**config.mk**
```make
export PLATFORM = sky130hd
export DESIGN_NAME = fetch_stage
export DESIGN_NICKNAME = d
export VERILOG_FILES = /design/src/rtl/fetch_pkg.sv /design/src/rtl/fetch_fifo.sv /design/src/rtl/fetch_stage.sv
export SDC_FILE = /design/constraint.sdc
export NUM_CORES = 1
export LEC_CHECK = 0
export ABC_AREA = 1
export CELL_PAD_IN_SITES_DETAIL_PLACEMENT = 2
export CELL_PAD_IN_SITES_GLOBAL_PLACEMENT = 2
export CORE_MARGIN = 3
export CORE_UTILIZATION = 31
export CTS_CLUSTER_SIZE = 20
export DETAILED_ROUTE_END_ITERATION = 10
export PLACE_DENSITY_LB_ADDON = 0.1
export SKIP_CTS_REPAIR_TIMING = 1
export SYNTH_ARGS = -nofsm -noshare
export SYNTH_HDL_FRONTEND = slang
export SYNTH_HIERARCHICAL = 1
export SYNTH_SLANG_ARGS = --single-unit
```
**constraint.sdc**
```tcl
create_clock -name clk -period 5.4 [get_ports clk]
set_input_delay 1.62 -clock clk [delete_from_list [all_inputs] [get_ports clk]]
set_output_delay 1.62 -clock clk [all_outputs]
set_load 0.01 [all_outputs]
```
**src/rtl/fetch_pkg.sv**
```systemverilog
// Shared types and constants for the instruction-fetch front end.
package fetch_pkg;

   typedef enum logic [1:0] {
      S_IDLE = 2'd0,
      S_REQ  = 2'd1,
      S_DROP = 2'd2
   } fetch_state_t;

   typedef struct packed {
      logic [31:0] instr;
      logic [31:0] pc;
   } fetch_entry_t;

   localparam int          FIFO_DEPTH = 2;
   localparam logic [31:0] PC_STEP    = 32'd4;

   function automatic logic [31:0] word_align(input logic [31:0] addr);
      return {addr[31:2], 2'b00};
   endfunction

endpackage

```
**src/rtl/fetch_fifo.sv**
```systemverilog
// Two-entry buffer of fetched {instr, pc} pairs; flush takes priority over push.
module fetch_fifo
   import fetch_pkg::*;
(
   input  logic         clk,
   input  logic         reset,
   input  logic         push,
   input  logic         pop,
   input  logic         flush,
   input  fetch_entry_t wdata,
   output logic [1:0]   count,
   output fetch_entry_t head
);

   fetch_entry_t mem [FIFO_DEPTH];
   logic         rd_ptr;
   logic         wr_ptr;
   logic         pop_ok;

   assign pop_ok = pop & (count != 2'd0);
   assign head   = mem[rd_ptr];

   always_ff @(posedge clk) begin
      if (reset) begin
         for (int i = 0; i < FIFO_DEPTH; i++) mem[i] <= '0;
         rd_ptr <= 1'b0;
         wr_ptr <= 1'b0;
         count  <= 2'd0;
      end else if (flush) begin
         rd_ptr <= 1'b0;
         wr_ptr <= 1'b0;
         count  <= 2'd0;
      end else begin
         if (push) begin
            mem[wr_ptr] <= wdata;
            wr_ptr      <= ~wr_ptr;
         end
         if (pop_ok) rd_ptr <= ~rd_ptr;
         count <= count + {1'b0, push} - {1'b0, pop_ok};
      end
   end

endmodule

```
**src/rtl/fetch_stage.sv**
```systemverilog
// Fetch PC, imem req/ack sequencing and redirect handling in front of decode.
module fetch_stage
   import fetch_pkg::*;
#(
   parameter logic [31:0] RESET_PC = 32'h0000_0000
) (
   input  logic        clk,
   input  logic        reset,
   output logic        imem_req,
   output logic [31:0] imem_addr,
   input  logic        imem_ack,
   input  logic [31:0] imem_rdata,
   output logic        id_valid,
   input  logic        id_ready,
   output logic [31:0] id_instr,
   output logic [31:0] id_pc,
   output logic [31:0] id_pc_plus8,
   input  logic        br_taken,
   input  logic [31:0] br_target,
   output logic [1:0]  dbg_state
);

   fetch_state_t state, state_n;
   logic [31:0]  fetch_pc, fetch_pc_n;
   logic [31:0]  req_addr, req_addr_n;
   logic         ack, push, pop, flush;
   logic [1:0]   count, count_next;
   logic [31:0]  target;
   fetch_entry_t head;

   // State register; imem_req is its own flop so it never depends on inputs.
   always_ff @(posedge clk) begin
      if (reset) begin
         state    <= S_IDLE;
         fetch_pc <= word_align(RESET_PC);
         req_addr <= 32'd0;
         imem_req <= 1'b0;
      end else begin
         state    <= state_n;
         fetch_pc <= fetch_pc_n;
         req_addr <= req_addr_n;
         imem_req <= (state_n != S_IDLE);
      end
   end

   // A new request is issued only when its response is sure to find a slot.
   always_comb begin
      state_n    = state;
      fetch_pc_n = fetch_pc;
      req_addr_n = req_addr;
      if (br_taken) begin
         fetch_pc_n = target;
         if (state == S_IDLE || ack) begin
            state_n    = S_REQ;
            req_addr_n = target;
            fetch_pc_n = target + PC_STEP;
         end else begin
            state_n = S_DROP;
         end
      end else begin
         case (state)
            S_IDLE: begin
               if (count_next < 2'd2) begin
                  state_n    = S_REQ;
                  req_addr_n = fetch_pc;
                  fetch_pc_n = fetch_pc + PC_STEP;
               end
            end
            S_REQ: begin
               if (ack) begin
                  if (count_next < 2'd2) begin
                     req_addr_n = fetch_pc;
                     fetch_pc_n = fetch_pc + PC_STEP;
                  end else begin
                     state_n = S_IDLE;
                  end
               end
            end
            S_DROP: begin
               if (ack) begin
                  state_n    = S_REQ;
                  req_addr_n = fetch_pc;
                  fetch_pc_n = fetch_pc + PC_STEP;
               end
            end
            default: state_n = S_IDLE;
         endcase
      end
   end

   always_comb begin
      target     = word_align(br_target);
      ack        = imem_req & imem_ack;
      pop        = id_valid & id_ready;
      push       = (state == S_REQ) & ack & ~br_taken;
      flush      = br_taken;
      count_next = count + {1'b0, push} - {1'b0, pop};
   end

   fetch_fifo u_fifo (
      .clk   (clk),
      .reset (reset),
      .push  (push),
      .pop   (pop),
      .flush (flush),
      .wdata ({imem_rdata, req_addr}),
      .count (count),
      .head  (head)
   );

   assign imem_addr   = req_addr;
   assign id_valid    = (count != 2'd0);
   assign id_instr    = head.instr;
   assign id_pc       = head.pc;
   assign id_pc_plus8 = head.pc + 32'd8;
   assign dbg_state   = state;

endmodule

```
; ---- After elaboration in Yosys (flattened, before gate mapping)
; Memory sizes are Yosys's and may differ from the RTL's. A register that Yosys moved wholly into a read port is not among the register bits.
; Index checks and enable logic that the tools add are counted.
[word_totals]
reg_bits = 71
latchBits = 0
ram_bits = 128
mem_bits_ro = 0
inputBits = 69
out_inout_bits = 132
wordCells = 67
n_memories = 1
[op_classes]
addsub = 6
n_mul = 0
n_div = 0
order_cmp = 1
eq_ne = 5
n_shift = 0
n_mux = 30
bitwise_logic = 8
reduce_logical = 9
[mem_list]
columns = memory, depth, width, read_ports, rd_ports_with_merged_regs, write_ports, line_no
row1 = u_fifo.mem, 2, 64, 1, 1, 2, fetch_fifo.sv:15  ; fetch_entry_t mem [FIFO_DEPTH];
[ops]
columns = cell, n
row1 = 32-bit 2-to-1 mux, 10
row2 = 32-bit one-hot mux with 3 select lines, 2
row3 = 32-bit by 3-bit adder with 32-bit output (second input constant), 2
row4 = 64-bit 2-to-1 mux, 1
row5 = 64-bit OR reduction, 1
row6 = 32-bit by 4-bit adder with 32-bit output (second input constant), 1
row7 = 2-bit 2-to-1 mux, 6
row8 = 1-bit 2-to-1 mux, 10
row9 = 3-bit inequality test (second input constant), 2
row10 = 2-bit one-hot mux with 3 select lines, 1
row11 = 1-bit bitwise AND, 5
row12 = 4-bit AND reduction, 1
row13 = 2-bit nonzero test, 2
row14 = 4-bit nonzero test, 1
row15 = 2-bit by 1-bit subtractor with 2-bit output, 2
row16 = 1-bit NOT, 3
row17 = 3-bit AND reduction, 1
row18 = 2-bit by 1-bit adder with 2-bit output, 1
row19 = 2-bit by 1-bit equality test with 1-bit output (second input constant), 1
row20 = 2-bit equality test (second input constant), 1
row21 = 2-bit zero test, 1
row22 = 2-bit < comparator (second input constant), 1
row23 = 2-bit by 1-bit inequality test with 1-bit output (second input constant), 1
row24 = 2-bit OR reduction, 1
row25 = 1-bit logical OR, 1

; ---- Logic depth before layout (Yosys ltp)
; Gate-level depths: netlist (run 1).
[depth]
depth_word = 11
ltp_mapped = 16
depth_no_buf = 15

; ---- By module
; The synthesis (run 1) kept the hierarchy.
[modules_own_cells]
columns = module, n_inst, cells_per_inst, area_each_um2, seq_area_each_um2
row1 = fetch_fifo, 1, 443, 5725.5, 3943.8
row2 = fetch_stage, 1, 958, 5564.1, 1281.2

; ---- Least setup slack after synthesis (run 1)
; Ideal clock, no wire load.
[synth_path]
path_kind = input-to-reg
startpoint = in br_taken
endpoint = mem u_fifo/mem[0][0] (netlist bit) (enable)
setup_time_ps = 424
arrival_ps = 3864
required_time_ps = 4976
setup_slack_ps = 1112
path_stages = 10
path_buffers = 3
cell_sequence = buf_6 -> inv_6 -> nand2_2 -> nor2_4 -> inv_1 -> nor2_1 -> nand2_1 -> buf_4 -> buf_6 -> nand2_1
[synth_rtl]
columns = item, line_no
row1 = start: declaration, fetch_stage.sv:18  ; input logic br_taken,
row2 = end: declaration, fetch_fifo.sv:15

==> metrics.json, run 1 <==
{
  "timing.hold.ws_ns": 0.5111,
  "cts.reportedPaths.clkPinSlew_ns": 0.08,
  "seq_power_share_pct": 46.4,
  "mostFrequentLayoutCell": "nor2_1",
  "num_antenna_cells": 0,
  "final.period_utilization_pct": 94.05,
  "synth_top_area_cell": "edfxtp_1",
  "core.rowCount": 69,
  "setup.worst_path.start_class": "flip-flop",
  "regArea_mm2": 0.005226,
  "synth-edff-count": 128,
  "ys_types": 48,
  "gpl.final_weighted_congestion": 0.8309,
  "final_cells": 2049,
  "cp.buffers_inverters": 2,
  "fin_nets": 1655,
  "place_worst_setup_slack_ns": 0.6817,
  "endpoint_kind": "primary output",
  "detail_route.vias_per_cell": 4.809,
  "layout.cells.most_common_list": "nor2_1, nand2_1, clkdlybuf4s50_1, inv_1, edfxtp_1",
  "yosys.area.top_type_share_pct": 34.05,
  "pin_count_of_the_biggest_net_entering_global_routing": 82,
  "comb_power_share_pct": 20.3,
  "share_clk_of_total_power_pct": 33.3,
  "cts_root_buffer": "clkbuf_16",
  "horiz_die_dim_um": 196.8,
  "synth_area_mm2": 0.01129,
  "timing.critical_path.slowest_cell_delay_ns": 0.57,
  "placed_cells_incl_taps": 2018,
  "critical_path_required_ns": 3.78,
  "setup.worst_path.class": "flip-flop to primary output",
  "slew_violations": 0,
  "half_perimeter_wire_length_after_detailed_placement_mm": 28.83,
  "floorplan.initialDensity_pct": 31.59,
  "synth-warning-count": 6,
  "pin_count": 201,
  "max-slew-margin-rel_pct": 40.27,
  "clock_latency_ns": 0.45,
  "cp_max_fo": 23,
  "worst_ep_arrival_time_ns": 3.46,
  "detailroute.via_count": 9853,
  "max_slew.worst_pin.slew_ns": 0.8960,
  "power_switching_share_pct": 30.95,
  "clock_tree_from_tritoncts": "yes",
  "multiInputGateArea_mm2": 0.004976,
  "ys_seq_elements": 197,
  "final_core_util_pct": 39.70,
  "proportion_of_layout_cells_with_a_drive_suffix_above_1_pct": 9.194,
  "timing.critical_path.max_delay_family": "simple AND/OR/NAND/NOR gates",
  "drt_wl_cell_um": 19.25,
  "outcome": "finished clean",
  "grt_pass1_vias": 10666,
  "grt_antenna_before_repair": 1,
  "min_path_type": "flip-flop to flip-flop",
  "drt_first_iter_violations": 390,
  "fill_cells": 4067,
  "finalCriticalPeriod_ns": 5.079,
  "synthesis.nets": 1480,
  "max_freq_mhz": 196.9,
  "die_height_um": 196.8,
  "fin_worst_setup_slack_ns": 0.3211,
  "irDropWorstVdd_v": 0.0002284,
  "cts_inserted_buffers": 17,
  "synthArstFlopShare_pct": 0,
  "synth_top_cells_by_area": "edfxtp_1, dfxtp_1, nor2_1, nand2_1, mux2_2",
  "fin_worst_skew_ns": 0.01121,
  "drv_cap": 0,
  "report.final.hold_viol_count": 0,
  "switching_power_mw": 1.199,
  "post_syn_area_per_cell_um2": 8.058,
  "antenna_left": 0,
  "pwr_density_cell_mw_per_mm2": 273.1,
  "sequential_share_of_the_synthesized_area_pct": 46.28,
  "floorplan.die_area_mm2": 0.03874,
  "global_route.overflow_total": 0,
  "htree_levels": 4,
  "critical_path.slowest_cell": "clkdlybuf4s50_1",
  "power.leakage_nw": 5.666,
  "cts.sinks": 197,
  "grt_use_total_pct": 20.35,
  "drt_pass1_iterations": 4,
  "setup_viol_count_final": 0,
  "remaining_drc_errors": 0,
  "worstPathCellList": "buf_4 -> mux2_2 -> nand3_1 -> nor2_1 -> nand3_1 -> nor2_2 -> nand2_1 -> nor2_1 -> nand2_1 -> nor2_1 -> xor2_1 -> clkdlybuf4s50_1",
  "postSynth.topFlopCell": "edfxtp_1",
  "core_area_mm2": 0.03574,
  "cts_buffer_depth": 2,
  "critical_path.most_common_cell": "nor2_1",
  "io_buffer_count": 198,
  "syn2layout_area_growth_pct": 25.68,
  "post_synth_inst_count": 1401,
  "internal_power_mw": 2.675,
  "detail_route.wirelength_mm": 39.44,
  "setup-tns-final_ns": 0,
  "grt_first_pass_wirelength_mm": 61.64,
  "rsz0062_at_grt": "false"
}
[flip-flops by register name, summed over array words and instances, names as in the netlist, named ones only]
register,count
u_fifo/mem,128
imem_addr,31
fetch_pc,30
dbg_state,2
u_fifo/count,2
imem_req,1
u_fifo/rd_ptr,1
u_fifo/wr_ptr,1
[worst register-to-register path, delay by kind of cell, from the launching register on]
family	cells	cell delay [ns]
adders and majority gates	1	0.25
buffers and inverters	2	0.17
xor gates and xnor gates	1	0.14
and+or+nand+nor	8	1.79
DFF	1	0.35
[path summary, 6_finish.rpt]
path / start / end / slack [ns] / depth (start not counted)
max: flip-flop / id_pc_plus8[22] / 0.32 / 12
min: imem_addr[9]$_SDFFE_PP0P_ / imem_addr[9]$_SDFFE_PP0P_ / 0.51 / 2
max reg2reg: dbg_state[0]$_SDFF_PP0_ / fetch_pc[27]$_SDFFE_PP0P_ / 2.60 / 12
min reg2reg: imem_addr[9]$_SDFFE_PP0P_ / imem_addr[9]$_SDFFE_PP0P_ / 0.51 / 2
[through the flow]
| stage | total power, mW | area, um2 |
|---|---|---|
| after global routing | 4.066 | 14190 |
| after global placement | 2.601 | 13610 |
| after CTS | 3.936 | 14180 |
| final | 3.875 | 14190 |
| after floorplan | 2.246 | 11290 |
| after detailed placement | 2.630 | 13610 |
[power by group through the flow]
stage,clock network (mW),logic (mW),registers (mW)
2_1_floorplan,0,0.426,1.82
3_3_place_gp,0,0.773,1.83
3_5_place_dp,0,0.795,1.84
4_1_cts,1.33,0.802,1.80
5_1_grt,1.37,0.877,1.82
6_report,1.29,0.788,1.80
[metal layers]
layer,share of wire (%),track usage (%),vias to the layer above
met5,0,0,-
met4,1.2,4.646,0
met3,2.8,2.479,27
met2,49,35.93,146
met1,47,26.78,4848
li1,-,-,4832
[kinds of logic (layout without fill, tap and decap cells)]
kind of cell / after synthesis / count (layout) / synth area share (%)
XOR/XNOR: 36 / 36 / 2.793
AND/OR/NAND/NOR: 724 / 724 / 26.81
buffers and inverters: 248 / 435 / 9.853
multiplexers: 67 / 67 / 6.650
adder cells (fa/ha/maj): 10 / 10 / 1.108
AO/OA/AOI/OAI: 119 / 119 / 6.506
flip-flops: 197 / 197 / 46.28
[cells in the mapped netlist (all sizes together), types with 16 or more instances]
library cell / n
buf: 39
nand2: 290
edfxtp: 128
xnor2: 16
o21ai: 63
xor2: 20
nor2: 292
a21oi: 44
inv: 192
dfxtp: 69
clkbuf: 16
nand3: 89
nor3: 21
mux2: 64
[cell type report]
type,instances,area share [%]
Inverter,193,5.141
Multi-Input combinational cell,956,35.07
Clock inverter,13,0.9788
Sequential cell,197,36.83
Tap cell,461,4.065
Clock buffer,18,3.025
Timing Repair Buffer,211,14.89
(Power assumes the default switching activity.)
==> run 2: changes to the inputs <==
--- a/config.mk
+++ b/config.mk
@@ -12,6 +12,7 @@
 export CORE_UTILIZATION = 31
 export CTS_CLUSTER_SIZE = 20
 export DETAILED_ROUTE_END_ITERATION = 10
+export MAX_ROUTING_LAYER = met4
 export PLACE_DENSITY_LB_ADDON = 0.1
 export SKIP_CTS_REPAIR_TIMING = 1
 export SYNTH_ARGS = -nofsm -noshare
==> run 2 against run 1 <==
  * Sequential share of layout area stayed put
  * Hold slack hardly changed
  * Fmax about the same
  * Critical path type unchanged
==> metrics.json, run 2 (synthesis results as in run 1) <==
{
  "max_freq": {"value": 197.0, "unit": "MHz", "change": "was 196.9 MHz"},
  "detailroute.via_count": {"value": 9880, "change": "was 9853"},
  "proportion_of_layout_cells_with_a_drive_suffix_above_1": {"value": 9.194, "unit": "%", "change": "unchanged"},
  "timing.hold.ws": {"value": 0.5112, "unit": "ns", "change": "was 0.5111 ns"},
  "critical_path_required": {"value": 3.78, "unit": "ns", "change": "about the same"},
  "rsz0062_at_grt": {"value": "false", "change": "unchanged"},
  "setup_viol_count_final": {"value": 0, "change": "unchanged"},
  "largest_reg_flops": {"value": 128, "change": "unchanged"},
  "floorplan.die_area": {"value": 0.03874, "unit": "mm2", "change": "unchanged"},
  "slew_violations": {"value": 0, "change": "unchanged"},
  "setup.worst_path.start_class": {"value": "flip-flop", "change": "unchanged"},
  "floorplan.initialDensity": {"value": 31.59, "unit": "%", "change": "unchanged"},
  "drt_pass1_iterations": {"value": 4, "change": "unchanged"},
  "worstPathCellList": {"value": "buf_4 -> mux2_2 -> nand3_1 -> nor2_1 -> nand3_1 -> nor2_2 -> nand2_1 -> nor2_1 -> nand2_1 -> nor2_1 -> xor2_1 -> clkdlybuf4s50_1", "change": "unchanged"},
  "seq_power_share": {"value": 46.5, "unit": "%", "change": "was 46.4%"},
  "core_area": {"value": 0.03574, "unit": "mm2", "change": "unchanged"},
  "power_switching_share": {"value": 30.88, "unit": "%", "change": "was 30.95%"},
  "clock_tree_from_tritoncts": {"value": "yes", "change": "unchanged"},
  "io_buffer_count": {"value": 198, "change": "unchanged"},
  "outcome": {"value": "finished clean", "change": "unchanged"},
  "switching_power": {"value": 1.195, "unit": "mW", "change": "was 1.199 mW"},
  "grt_first_pass_wirelength": {"value": 61.71, "unit": "mm", "change": "was 61.64 mm"},
  "critical_path.slowest_cell": {"value": "clkdlybuf4s50_1", "change": "unchanged"},
  "comb_power_share": {"value": 20.3, "unit": "%", "change": "about the same"},
  "layout.cells.most_common_list": {"value": "nor2_1, nand2_1, clkdlybuf4s50_1, inv_1, edfxtp_1", "change": "unchanged"},
  "placedInstanceArea": {"value": 0.01361, "unit": "mm2", "change": "unchanged"},
  "report.final.hold_viol_count": {"value": 0, "change": "unchanged"},
  "cts_buffer_depth": {"value": 2, "change": "unchanged"},
  "grt_pass1_vias": {"value": 10684, "change": "was 10.67k"},
  "max_slew.worst_pin.slew": {"value": 0.8947, "unit": "ns", "change": "was 0.8960 ns"},
  "mostFrequentLayoutCell": {"value": "nor2_1", "change": "unchanged"},
  "grt_antenna_before_repair": {"value": 1, "change": "unchanged"},
  "pwr_density_cell": {"value": 272.8, "unit": "mW/mm2", "change": "was 273.1 mW/mm2"},
  "cts.sinks": {"value": 197, "change": "unchanged"},
  "syn2layout_area_growth": {"value": 25.68, "unit": "%", "change": "unchanged"},
  "fill_cells": {"value": 4067, "change": "unchanged"},
  "pin_count_of_the_biggest_net_entering_global_routing": {"value": 82, "change": "unchanged"},
  "drt_first_iter_violations": {"value": 404, "change": "was 390"},
  "detail_route.wirelength": {"value": 39.45, "unit": "mm", "change": "was 39.44 mm"},
  "final_design_area_no_fill": {"value": 0.01419, "unit": "mm2", "change": "unchanged"},
  "finalCriticalPeriod": {"value": 5.076, "unit": "ns", "change": "was 5.079 ns"},
  "irDropWorstVdd": {"value": 0.0002292, "unit": "V", "change": "was 0.0002284 V"},
  "fin_worst_skew": {"value": 0.01222, "unit": "ns", "change": "was 0.01121 ns"},
  "fin_nets": {"value": 1655, "change": "unchanged"},
  "cp.buffers_inverters": {"value": 2, "change": "unchanged"},
  "worst_ep_arrival_time": {"value": 3.46, "unit": "ns", "change": "about the same"},
  "htree_levels": {"value": 4, "change": "unchanged"},
  "detail_route.vias_per_cell": {"value": 4.822, "change": "was 4.809"},
  "final.period_utilization": {"value": 94.01, "unit": "%", "change": "was 94.05%"},
  "cts.reportedPaths.clkPinSlew": {"value": 0.08, "unit": "ns", "change": "about the same"},
  "remaining_drc_errors": {"value": 0, "change": "unchanged"},
  "internal_power": {"value": 2.675, "unit": "mW", "change": "about the same"},
  "clock_latency": {"value": 0.45, "unit": "ns", "change": "about the same"},
  "max-slew-margin-rel": {"value": 40.35, "unit": "%", "change": "was 40.27%"},
  "grt_use_total": {"value": 20.99, "unit": "%", "change": "was 20.35%"},
  "rrSetupSlack": {"value": 2.63, "unit": "ns", "change": "was 2.60 ns"},
  "die_height": {"value": 196.8, "unit": "um", "change": "unchanged"},
  "power.leakage": {"value": 5.666, "unit": "nW", "change": "unchanged"},
  "drv_cap": {"value": 0, "change": "unchanged"},
  "timing.critical_path.max_delay_family": {"value": "simple AND/OR/NAND/NOR gates", "change": "unchanged"},
  "fin_total_pwr": {"value": 3.870, "unit": "mW", "change": "was 3.875 mW"},
  "cts_inserted_buffers": {"value": 17, "change": "unchanged"},
  "setup.worst_path.class": {"value": "flip-flop to primary output", "change": "unchanged"},
  "pin_count": {"value": 201, "change": "unchanged"},
  "horiz_die_dim": {"value": 196.8, "unit": "um", "change": "unchanged"},
  "num_antenna_cells": {"value": 0, "change": "unchanged"},
  "cts_root_buffer": {"value": "clkbuf_16", "change": "unchanged"},
  "timing.critical_path.slowest_cell_delay": {"value": 0.57, "unit": "ns", "change": "about the same"},
  "endpoint_kind": {"value": "primary output", "change": "unchanged"},
  "min_path_type": {"value": "flip-flop to flip-flop", "change": "unchanged"},
  "antenna_left": {"value": 0, "change": "unchanged"},
  "core.rowCount": {"value": 69, "change": "unchanged"},
  "critical_path.most_common_cell": {"value": "nor2_1", "change": "unchanged"},
  "largest_register": {"value": "u_fifo/mem", "change": "unchanged"},
  "drt_wl_cell": {"value": 19.25, "unit": "um", "change": "about the same"},
  "setup-tns-final": {"value": 0, "unit": "ns", "change": "unchanged"},
  "share_clk_of_total_power": {"value": 33.2, "unit": "%", "change": "was 33.3%"},
  "cp_max_fo": {"value": 23, "change": "unchanged"},
  "gpl.final_weighted_congestion": {"value": 0.8436, "change": "was 0.8309"},
  "half_perimeter_wire_length_after_detailed_placement": {"value": 28.83, "unit": "mm", "change": "unchanged"},
  "global_route.overflow_total": {"value": 0, "change": "unchanged"}
}
## run 2: cell counts in the layout (fill, tap and decap cells not counted)
No cell type changed its count.
## run 2: power groups by stage
stage | registers [mW] | clock network [mW] | logic [mW]
2_1_floorplan | 1.82 | 0 | 0.426
3_3_place_gp | 1.83 | 0 | 0.773
3_5_place_dp | 1.84 | 0 | 0.795
4_1_cts | 1.80 | 1.33 | 0.802
5_1_grt | 1.82 | 1.37 | 0.877
6_report | 1.80 | 1.28 | 0.787
## run 2: routing by layer
metal | track usage, % | part of all wire, % | wire length [um] | up-vias
li1 | - | - | - | 4833
met1 | 26.84 | 47 | 18470 | 4866
met2 | 35.92 | 49 | 19390 | 153
met3 | 2.513 | 2.8 | 1109 | 28
met4 | 4.646 | 1.2 | 478 | 0
met5 | - | 0 | 0 | -
## run 2: final timing paths
check,from,to,cells past startpoint
worst min-delay path,imem_addr[9]$_SDFFE_PP0P_,imem_addr[9]$_SDFFE_PP0P_,2
worst min register to register,imem_addr[9]$_SDFFE_PP0P_,imem_addr[9]$_SDFFE_PP0P_,2
worst max register to register,dbg_state[0]$_SDFF_PP0_,fetch_pc[27]$_SDFFE_PP0P_,12
worst max-delay path,flip-flop,id_pc_plus8[22],12
## run 2: cell type report
cell class	count	area (um2)	share of cell area, %
clock buffer	18	429.2	3.025
clock inverter	13	138.9	0.9788
inverter	193	729.5	5.141
multi-input combinational	956	4976	35.07
sequential	197	5226	36.83
tap	461	576.8	4.065
timing repair buffer	211	2112	14.89
## run 2: through the flow
| step | instances | worst slack [ns] | utilization (%) |
|---|---|---|---|
| 2_1_floorplan | 1401 | 1.112 | - |
| 3_3_place_gp | 2018 | 0.7185 | 38.08 |
| 3_5_place_dp | 2018 | 0.6817 | 38.08 |
| 4_1_cts | 2049 | 0.1436 | 39.67 |
| 5_1_grt | 2049 | 0.002600 | 39.70 |
| 6_report | 2049 | 0.3235 | 39.70 |
## run 2: worst register-to-register path, stage by stage, from the launching register on
cell and delay [ns]:
dfxtp_1 0.35, inv_1 0.11, ha_1 0.25, inv_1 0.06, nand2_1 0.53, nand3_1 0.35, nor2_1 0.37, nand2_1 0.14
nor2_1 0.16, xnor2_1 0.14, nand2_1 0.07, nand2_1 0.10, nor2_1 0.04
